`src/rtl/seq_divider.sv`:
```
//------------------------------------------------------------------------------
// seq_divider
//   Multi-cycle restoring radix-2 integer divider, one quotient bit per cycle.
//   Handles signed (two's-complement) or unsigned operands per request,
//   reports divide-by-zero, and gives a defined result on signed overflow
//   (most-negative / -1 -> Q = most-negative, R = 0).
//
// Ports
//   clk          rising-edge clock
//   rstn         asynchronous active-low reset
//   req          start request, sampled only in IDLE
//   signed_mode  1 = signed operands/results, sampled with req
//   Dividend     N-bit dividend, sampled with req
//   Divisor      N-bit divisor, sampled with req
//   Q, R         registered quotient / remainder, hold the last result
//   ready        one-cycle pulse when Q, R, div_by_zero are valid
//   busy         high in every state except IDLE
//   div_by_zero  set with ready when the divisor was 0, cleared on next accept
//------------------------------------------------------------------------------
module seq_divider #(
    parameter int unsigned N = 16
) (
    input  logic         clk,
    input  logic         rstn,
    input  logic         req,
    input  logic         signed_mode,
    input  logic [N-1:0] Dividend,
    input  logic [N-1:0] Divisor,
    output logic [N-1:0] Q,
    output logic [N-1:0] R,
    output logic         ready,
    output logic         busy,
    output logic         div_by_zero
);

    typedef enum logic [2:0] {
        S_IDLE,
        S_PREP,
        S_ITER,
        S_FIX,
        S_DONE
    } state_t;

    localparam int unsigned   LAST_I = N - 1;
    localparam logic [N-1:0]  LAST   = LAST_I[N-1:0];

    state_t       state_q, state_d;

    // Captured request
    logic [N-1:0] a_q, a_d;
    logic [N-1:0] b_q, b_d;
    logic         sm_q, sm_d;

    // Iteration datapath: quo_q starts as the dividend magnitude and
    // fills with quotient bits from the right as it shifts out.
    logic [N-1:0] rem_q, rem_d;
    logic [N-1:0] quo_q, quo_d;
    logic [N-1:0] mdsr_q, mdsr_d;
    logic         sgn_q_q, sgn_q_d;
    logic         sgn_r_q, sgn_r_d;
    logic [N-1:0] cnt_q, cnt_d;

    // Result registers
    logic [N-1:0] q_q, q_d;
    logic [N-1:0] r_q, r_d;
    logic         dbz_q, dbz_d;

    // Combinational helpers
    logic         neg_a, neg_b;
    logic [N-1:0] mag_a, mag_b;
    logic [N:0]   shifted;
    logic [N:0]   diff;
    logic         trial_ok;

    always_comb begin
        neg_a   = sm_q & a_q[N-1];
        neg_b   = sm_q & b_q[N-1];
        mag_a   = neg_a ? ('0 - a_q) : a_q;
        mag_b   = neg_b ? ('0 - b_q) : b_q;
        shifted = {rem_q, quo_q[N-1]};
        diff    = shifted - {1'b0, mdsr_q};
        // The partial remainder is always below the divisor, so shifted is
        // below twice the divisor; bit N of the N+1-bit difference is then
        // a reliable borrow/sign indicator.
        trial_ok = ~diff[N];
    end

    //--------------------------------------------------------------------------
    // FSM: state register
    //--------------------------------------------------------------------------
    always_ff @(posedge clk or negedge rstn) begin
        if (!rstn) begin
            state_q <= S_IDLE;
        end else begin
            state_q <= state_d;
        end
    end

    //--------------------------------------------------------------------------
    // FSM: next state
    //--------------------------------------------------------------------------
    always_comb begin
        state_d = state_q;
        case (state_q)
            S_IDLE:  if (req) state_d = S_PREP;
            S_PREP:  state_d = (b_q == '0) ? S_DONE : S_ITER;
            S_ITER:  if (cnt_q == LAST) state_d = S_FIX;
            S_FIX:   state_d = S_DONE;
            S_DONE:  state_d = S_IDLE;
            default: state_d = S_IDLE;
        endcase
    end

    //--------------------------------------------------------------------------
    // FSM: outputs
    //--------------------------------------------------------------------------
    always_comb begin
        ready = (state_q == S_DONE);
        busy  = (state_q != S_IDLE);
    end

    assign Q           = q_q;
    assign R           = r_q;
    assign div_by_zero = dbz_q;

    //--------------------------------------------------------------------------
    // Datapath next-state
    //--------------------------------------------------------------------------
    always_comb begin
        a_d     = a_q;
        b_d     = b_q;
        sm_d    = sm_q;
        rem_d   = rem_q;
        quo_d   = quo_q;
        mdsr_d  = mdsr_q;
        sgn_q_d = sgn_q_q;
        sgn_r_d = sgn_r_q;
        cnt_d   = cnt_q;
        q_d     = q_q;
        r_d     = r_q;
        dbz_d   = dbz_q;

        case (state_q)
            S_IDLE: begin
                if (req) begin
                    a_d   = Dividend;
                    b_d   = Divisor;
                    sm_d  = signed_mode;
                    dbz_d = 1'b0;
                end
            end
            S_PREP: begin
                if (b_q == '0) begin
                    q_d   = '1;
                    r_d   = a_q;
                    dbz_d = 1'b1;
                end else begin
                    quo_d   = mag_a;
                    mdsr_d  = mag_b;
                    rem_d   = '0;
                    sgn_q_d = neg_a ^ neg_b;
                    sgn_r_d = neg_a;
                    cnt_d   = '0;
                end
            end
            S_ITER: begin
                rem_d = trial_ok ? diff[N-1:0] : shifted[N-1:0];
                quo_d = {quo_q[N-2:0], trial_ok};
                cnt_d = cnt_q + 1'b1;
            end
            S_FIX: begin
                q_d = sgn_q_q ? ('0 - quo_q) : quo_q;
                r_d = sgn_r_q ? ('0 - rem_q) : rem_q;
            end
            default: ;
        endcase
    end

    //--------------------------------------------------------------------------
    // Datapath registers
    //--------------------------------------------------------------------------
    always_ff @(posedge clk or negedge rstn) begin
        if (!rstn) begin
            a_q     <= '0;
            b_q     <= '0;
            sm_q    <= 1'b0;
            rem_q   <= '0;
            quo_q   <= '0;
            mdsr_q  <= '0;
            sgn_q_q <= 1'b0;
            sgn_r_q <= 1'b0;
            cnt_q   <= '0;
            q_q     <= '0;
            r_q     <= '0;
            dbz_q   <= 1'b0;
        end else begin
            a_q     <= a_d;
            b_q     <= b_d;
            sm_q    <= sm_d;
            rem_q   <= rem_d;
            quo_q   <= quo_d;
            mdsr_q  <= mdsr_d;
            sgn_q_q <= sgn_q_d;
            sgn_r_q <= sgn_r_d;
            cnt_q   <= cnt_d;
            q_q     <= q_d;
            r_q     <= r_d;
            dbz_q   <= dbz_d;
        end
    end

endmodule
```
`config.mk`:
```
export PLATFORM = sky130hd
export DESIGN_NAME = seq_divider
export DESIGN_NICKNAME = d
export VERILOG_FILES = /design/src/rtl/seq_divider.sv
export SDC_FILE = /design/constraint.sdc
export NUM_CORES = 1
export LEC_CHECK = 0
export CORE_MARGIN = 2
export CORE_UTILIZATION = 62
export CTS_CLUSTER_DIAMETER = 150
export DETAILED_ROUTE_END_ITERATION = 16
export PLACE_DENSITY = 0.93
export SETUP_SLACK_MARGIN = 0.15
export SLEW_MARGIN = 0
export SYNTH_ARGS = -nofsm -noshare
export SYNTH_HDL_FRONTEND = slang
export SYNTH_SLANG_ARGS = --single-unit
```
`constraint.sdc`:
```
create_clock -name clk -period 5.38 [get_ports clk]
set_input_delay 0.538 -clock clk [delete_from_list [all_inputs] [get_ports clk]]
set_output_delay 0.538 -clock clk [all_outputs]
set_load 0.01 [all_outputs]
```
Yosys cells after proc, flatten, opt, wreduce, memory -nomap -nowiden

Index checks and enable logic that the tools add are counted.

Bits in registers: 135
Bits of input ports: 36
Output and inout port bits: 35

Add/sub/neg operators: 6
Equal/unequal tests: 9
Multiplexer cells: 21
Bitwise operators: 5
Reduce and logical (&&, ||, !) cells: 12

Operator list:

| kind                                                                   | number |
|---|---|
| 16-bit case mux with 2 select lines                                    | 5 |
| 16-bit two-way mux                                                     | 9 |
| 1-bit by 16-bit subtractor with 16-bit output, first input constant    | 4 |
| 17-bit by 16-bit subtractor with 17-bit output                         | 1 |
| 16-bit by 1-bit adder with 16-bit output, second input constant        | 1 |
| 16-bit by 4-bit equality test with 1-bit output, second input constant | 1 |
| 16-bit zero test                                                       | 1 |
| 3-bit case mux with 4 select lines                                     | 1 |
| 2-bit AND reduction                                                    | 5 |
| 3-bit two-way mux                                                      | 3 |
| 2-bit inequality test, second input constant                           | 4 |
| 3-bit by 2-bit equality test with 1-bit output, second input constant  | 2 |
| 2-bit nonzero test                                                     | 3 |
| 3-bit by 1-bit equality test with 1-bit output, second input constant  | 1 |
| 3-bit equality test, second input constant                             | 1 |
| 3-bit zero test                                                        | 1 |
| 3-bit AND reduction                                                    | 1 |
| 3-bit nonzero test                                                     | 1 |
| 1-bit AND                                                              | 2 |
| 1-bit two-way mux                                                      | 2 |
| 1-bit NOT                                                              | 2 |
| 1-bit case mux with 2 select lines                                     | 1 |
| 1-bit XOR                                                              | 1 |

Logic depth before layout (Yosys ltp)

Depth after elaboration: 4
Mapped depth: 11
Depth with buffers taken out: 10

Least setup slack after synthesis

Ideal clock, no wire load.

Path type: register to register
From: reg quo_q[15]
To: reg rem_q[5]
Arrival time: 2.723 ns
Required time: 5.311 ns
Setup slack: 2.588 ns
Cell stages (with the launch flop): 11
Path buffers: 0
Period minus slack after synthesis: 2.792 ns
Path through: dfrtp_1 > inv_1 > ha_1 > fa_1 > nand2b_1 > a21oi_1 > o211ai_1 > a21oi_1 > mux2_2 > or4_1 > nand3_1

Longest elaborated chain between the ends: 3

Ends and longest elaborated chain:

| element                                        | line | text |
|---|---|---|
| start, declared                                | 57   | `logic [N-1:0] quo_q, quo_d;` |
| start signal, assigned                         | 201  | `quo_q <= quo_d;` |
| 17-bit by 16-bit subtractor with 17-bit output | 81   | `diff = shifted - {1'b0, mdsr_q};` |
| 16-bit two-way mux                             | 167  | `rem_d = trial_ok ? diff[N-1:0] : shifted[N-1:0];` |
| 16-bit case mux with 2 select lines            | 143  | `case (state_q)` |
| end signal, assigned                           | 200  | `rem_q <= rem_d;` |
| end, declared                                  | 56   | `logic [N-1:0] rem_q, rem_d;` |

No other way between the ends.
A chain may end at the register's enable or synchronous reset.

Worst setup path after layout

From: reg b_q[1]
To: reg r_q[6], in the netlist R[6]

Longest elaborated chain between the ends: 3

Ends and longest elaborated chain:

| element                                | line | text |
|---|---|---|
| start, declared                        | 51   | `logic [N-1:0] b_q, b_d;` |
| start signal, assigned                 | 185  | `b_q <= '0;` |
| start signal, assigned                 | 198  | `b_q <= b_d;` |
| 16-bit zero test                       | 153  | `if (b_q == '0) begin` |
| 2-bit inequality test (no source line) | -    |  |
| 2-bit AND reduction (no source line)   | -    |  |
| end signal, assigned                   | 207  | `r_q <= r_d;` |
| end, declared                          | 65   | `logic [N-1:0] r_q, r_d;` |

No other way between the ends.

==> results_dict.tcl <==
set metrics [dict create \
    synthMuxAreaShare_pct 5.00 \
    powerDensity_nw_per_um2 693 \
    antenna_found_initial 0 \
    routed_via_density 6.37 \
    die_h_um 114 \
    ys_ff_latch 135 \
    ant_nets 0 \
    finalCritPeriodShare_pct 69.0 \
    synth_area_leaders "dfrtp_1 45%, o21ai_0 5.6%, xor2_1 4.6%" \
    place_hpwl_mm 12.9 \
    drive_gt1_share_pct 8.74 \
    skew_ns 0.00926 \
    root_buffer "clkbuf_16" \
    critPathRequiredTime_ns 5.65 \
    yosysWarnings 0 \
    die_x_um 114 \
    drc 0 \
    holdCritPathClass "in2async" \
    drv_cap 0 \
    syn_avg_cell_area_um2 9.18 \
    synth_most_common_cell "dfrtp_1" \
    cts_tree "built" \
    path_buf_inv 2 \
    cp-end-kind "flop" \
    finalPower_mw 6.19 \
    maxSlewViolCount 0 \
    num_vias 6622 \
    tns_ns 0 \
    cts.sinks 135 \
    synth-edff-count 0 \
    outcome "completed" \
    grt_pass1_vias 6624 \
    synth_top_area_cell "dfrtp_1" \
    grt-ovfl-total 0 \
    synth_common_cells "135 x dfrtp_1, 93 x nand2_1, 84 x o21ai_0" \
    worst_pin_slew_ns 1.18 \
    arrival_ns 3.99 \
    cellLeakagePower_nw 3.79 \
    ys.flop_type "dfrtp_1" \
    ir_drop_mv 0.474 \
    syn_area_um2 7540 \
    final_nets 937 \
    place_area_um2 8330 \
    async_reset_ff_share_pct 100 \
    numCtsBuffers 17 \
    synthCells 821 \
    cts_resized 0 \
    clk_path_buf_depth 2 \
    start_kind "flop" \
    wl_per_cell_um 18.7 \
    synth_fp_nets 879 \
    synth-xor-area-share_pct 7.79 \
    area_delta_synth_final_pct 18.5 \
    fill_cells 763 \
    synth_compound_area_share_pct 17.2 \
    first_pass_iters 5 \
    cp-startpoint "b_q[1]$_DFFE_PN0P_" \
    slowest_delay_ns 1.00 \
    rsz0062_at_grt "no" \
    worst-setup-path-type "reg2reg" \
    io_buffers 70 \
    clkLatencyLatePin_ns 0.44 \
    synth_fa_ha_area_share_pct 3.75 \
    yosysTopAreaCellShare_pct 44.8 \
    routed_wl_mm 19.5 \
    grt_max_degree 74 \
    antenna-diode-count 0 \
    grt_pass1_wl_mm 32.3 \
    drt_iter0_markers 641 \
    rows 40 \
    dieArea_um2 13100 \
    cp_top_family "compound AO/OA/AOI/OAI gates" \
    hold_viol 0 \
    start_util_pct 63.0 \
    ys_seq_area_share_pct 44.8 \
    core_area_um2 12000 \
    setup_violations 0 \
    synth_cell_types 54 \
    cts.clk_slew.worst_paths_ns 0.06 \
    holdWs_ns 0.135 \
    fmax_ghz 0.269 \
    period_minus_slack_ns 3.71 \
    cp_num_cells 9 \
    post_cts_buffers 0 \
    stdcell_area_um2 8930 \
    worst_path_max_delay_cell "clkinv_1" \
    crit_path_max_fanout 26 \
    cts_hold_buf 0 \
    synth_top_family_by_area "simple AND/OR/NAND/NOR gates" \
    critical_path.cell_chain "inv_1 > ha_1 > nor2b_1 > nand3_1 > nor3_4 > o21ai_1 > clkinv_1 > o22ai_1 > a21oi_1" \
    r2r_cells 9 \
    h-tree-depth 4 \
    yosys.area_share.simple_pct 18.0 \
    max_slew_margin_pct 20.7 \
    grt.total_usage_pct 31.9 \
    reg2reg_from "b_q[1]$_DFFE_PN0P_" \
    pin_count 71 \
    gp_congestion 0.911 \
]
[stage by stage]
stage | setup slack, ns | utilization [%] | cells
after CTS | 1.71 | 74.7 | 1039
after floorplan | 2.59 | - | 821
after detailed placement | 1.78 | 69.6 | 1007
final | 1.67 | 74.7 | 1039
after global placement | 2.06 | 69.6 | 1007
after global routing | 1.34 | 74.7 | 1039
[sequential cells by signal, indices dropped and copies added (netlist names), 3 cells and up]
register / cells
Q: 16
state_q: 3
cnt_q: 16
quo_q: 16
mdsr_q: 16
R: 16
a_q: 16
b_q: 16
rem_q: 16
[report_power, final]
part	switching [mW]	internal, mW	total (mW)
registers	0.555	1.45	2.00
logic	1.68	1.31	2.99
clock network	0.447	0.750	1.20
total	2.68	3.51	6.19
[logic make-up (layout without fill, tap and decap cells)]
| group | count (synthesis) | after routing |
|---|---|---|
| mux | 34 | 34 |
| xor+xnor | 67 | 67 |
| simple gates | 285 | 285 |
| fa+ha+maj | 22 | 22 |
| compound gates | 211 | 211 |
| flops | 135 | 135 |
| buf+inv | 67 | 138 |
[routing by layer]
metal / share of wire [%] / vias to the layer above / global-route usage (%)
met3: 8.4 / 75 / 8.31
met4: 4.4 / 0 / 17.4
met1: 38 / 3170 / 38.5
met2: 49 / 334 / 52.5
li1: - / 3043 / -
met5: 0 / - / 0
[final timing paths]
| path | endpoint | slack, ns |
|---|---|---|
| max | R[6]$_DFFE_PN0P_ | 1.67 |
| min | cnt_q[4]$_DFFE_PN0P_ | 0.14 |
| max reg2reg | R[6]$_DFFE_PN0P_ | 1.67 |
| min reg2reg | R[11]$_DFFE_PN0P_ | 0.49 |
| max in group asynchronous | a_q[3]$_DFFE_PN0P_ | 3.99 |
| min in group clk | R[11]$_DFFE_PN0P_ | 0.49 |
[final cells by class]
class	count	area, um2	area share (%)
clock inverter	12	150	1.68
tap	147	184	2.06
clock buffer	20	457	5.11
inverter	31	116	1.30
timing repair buffer	75	739	8.28
sequential	135	3380	37.8
multi-input combinational	619	3910	43.8
[cells in the final DEF (no fill, tap or decap), types with 5 or more instances in the layout]
cell / count
and2_1: 5
nor2b_1: 5
o41ai_1: 9
or3_1: 8
xnor2_1: 27
or4_1: 8
nand4_1: 10
inv_1: 30
mux2i_1: 5
o21ai_0: 84
a21oi_1: 51
clkbuf_16: 17
a221o_1: 5
ha_1: 21
and3_1: 8
o31ai_1: 15
mux2_2: 29
xor2_1: 40
nor2_1: 72
nor4_1: 5
nand2b_1: 7
dfrtp_1: 135
nand3_1: 39
clkdlybuf4s50_1: 69
nor3_1: 8
nand2_1: 93
o211ai_1: 8
buf_4: 5
a22oi_1: 8
Note: power is estimated with default switching activity, not from simulation.
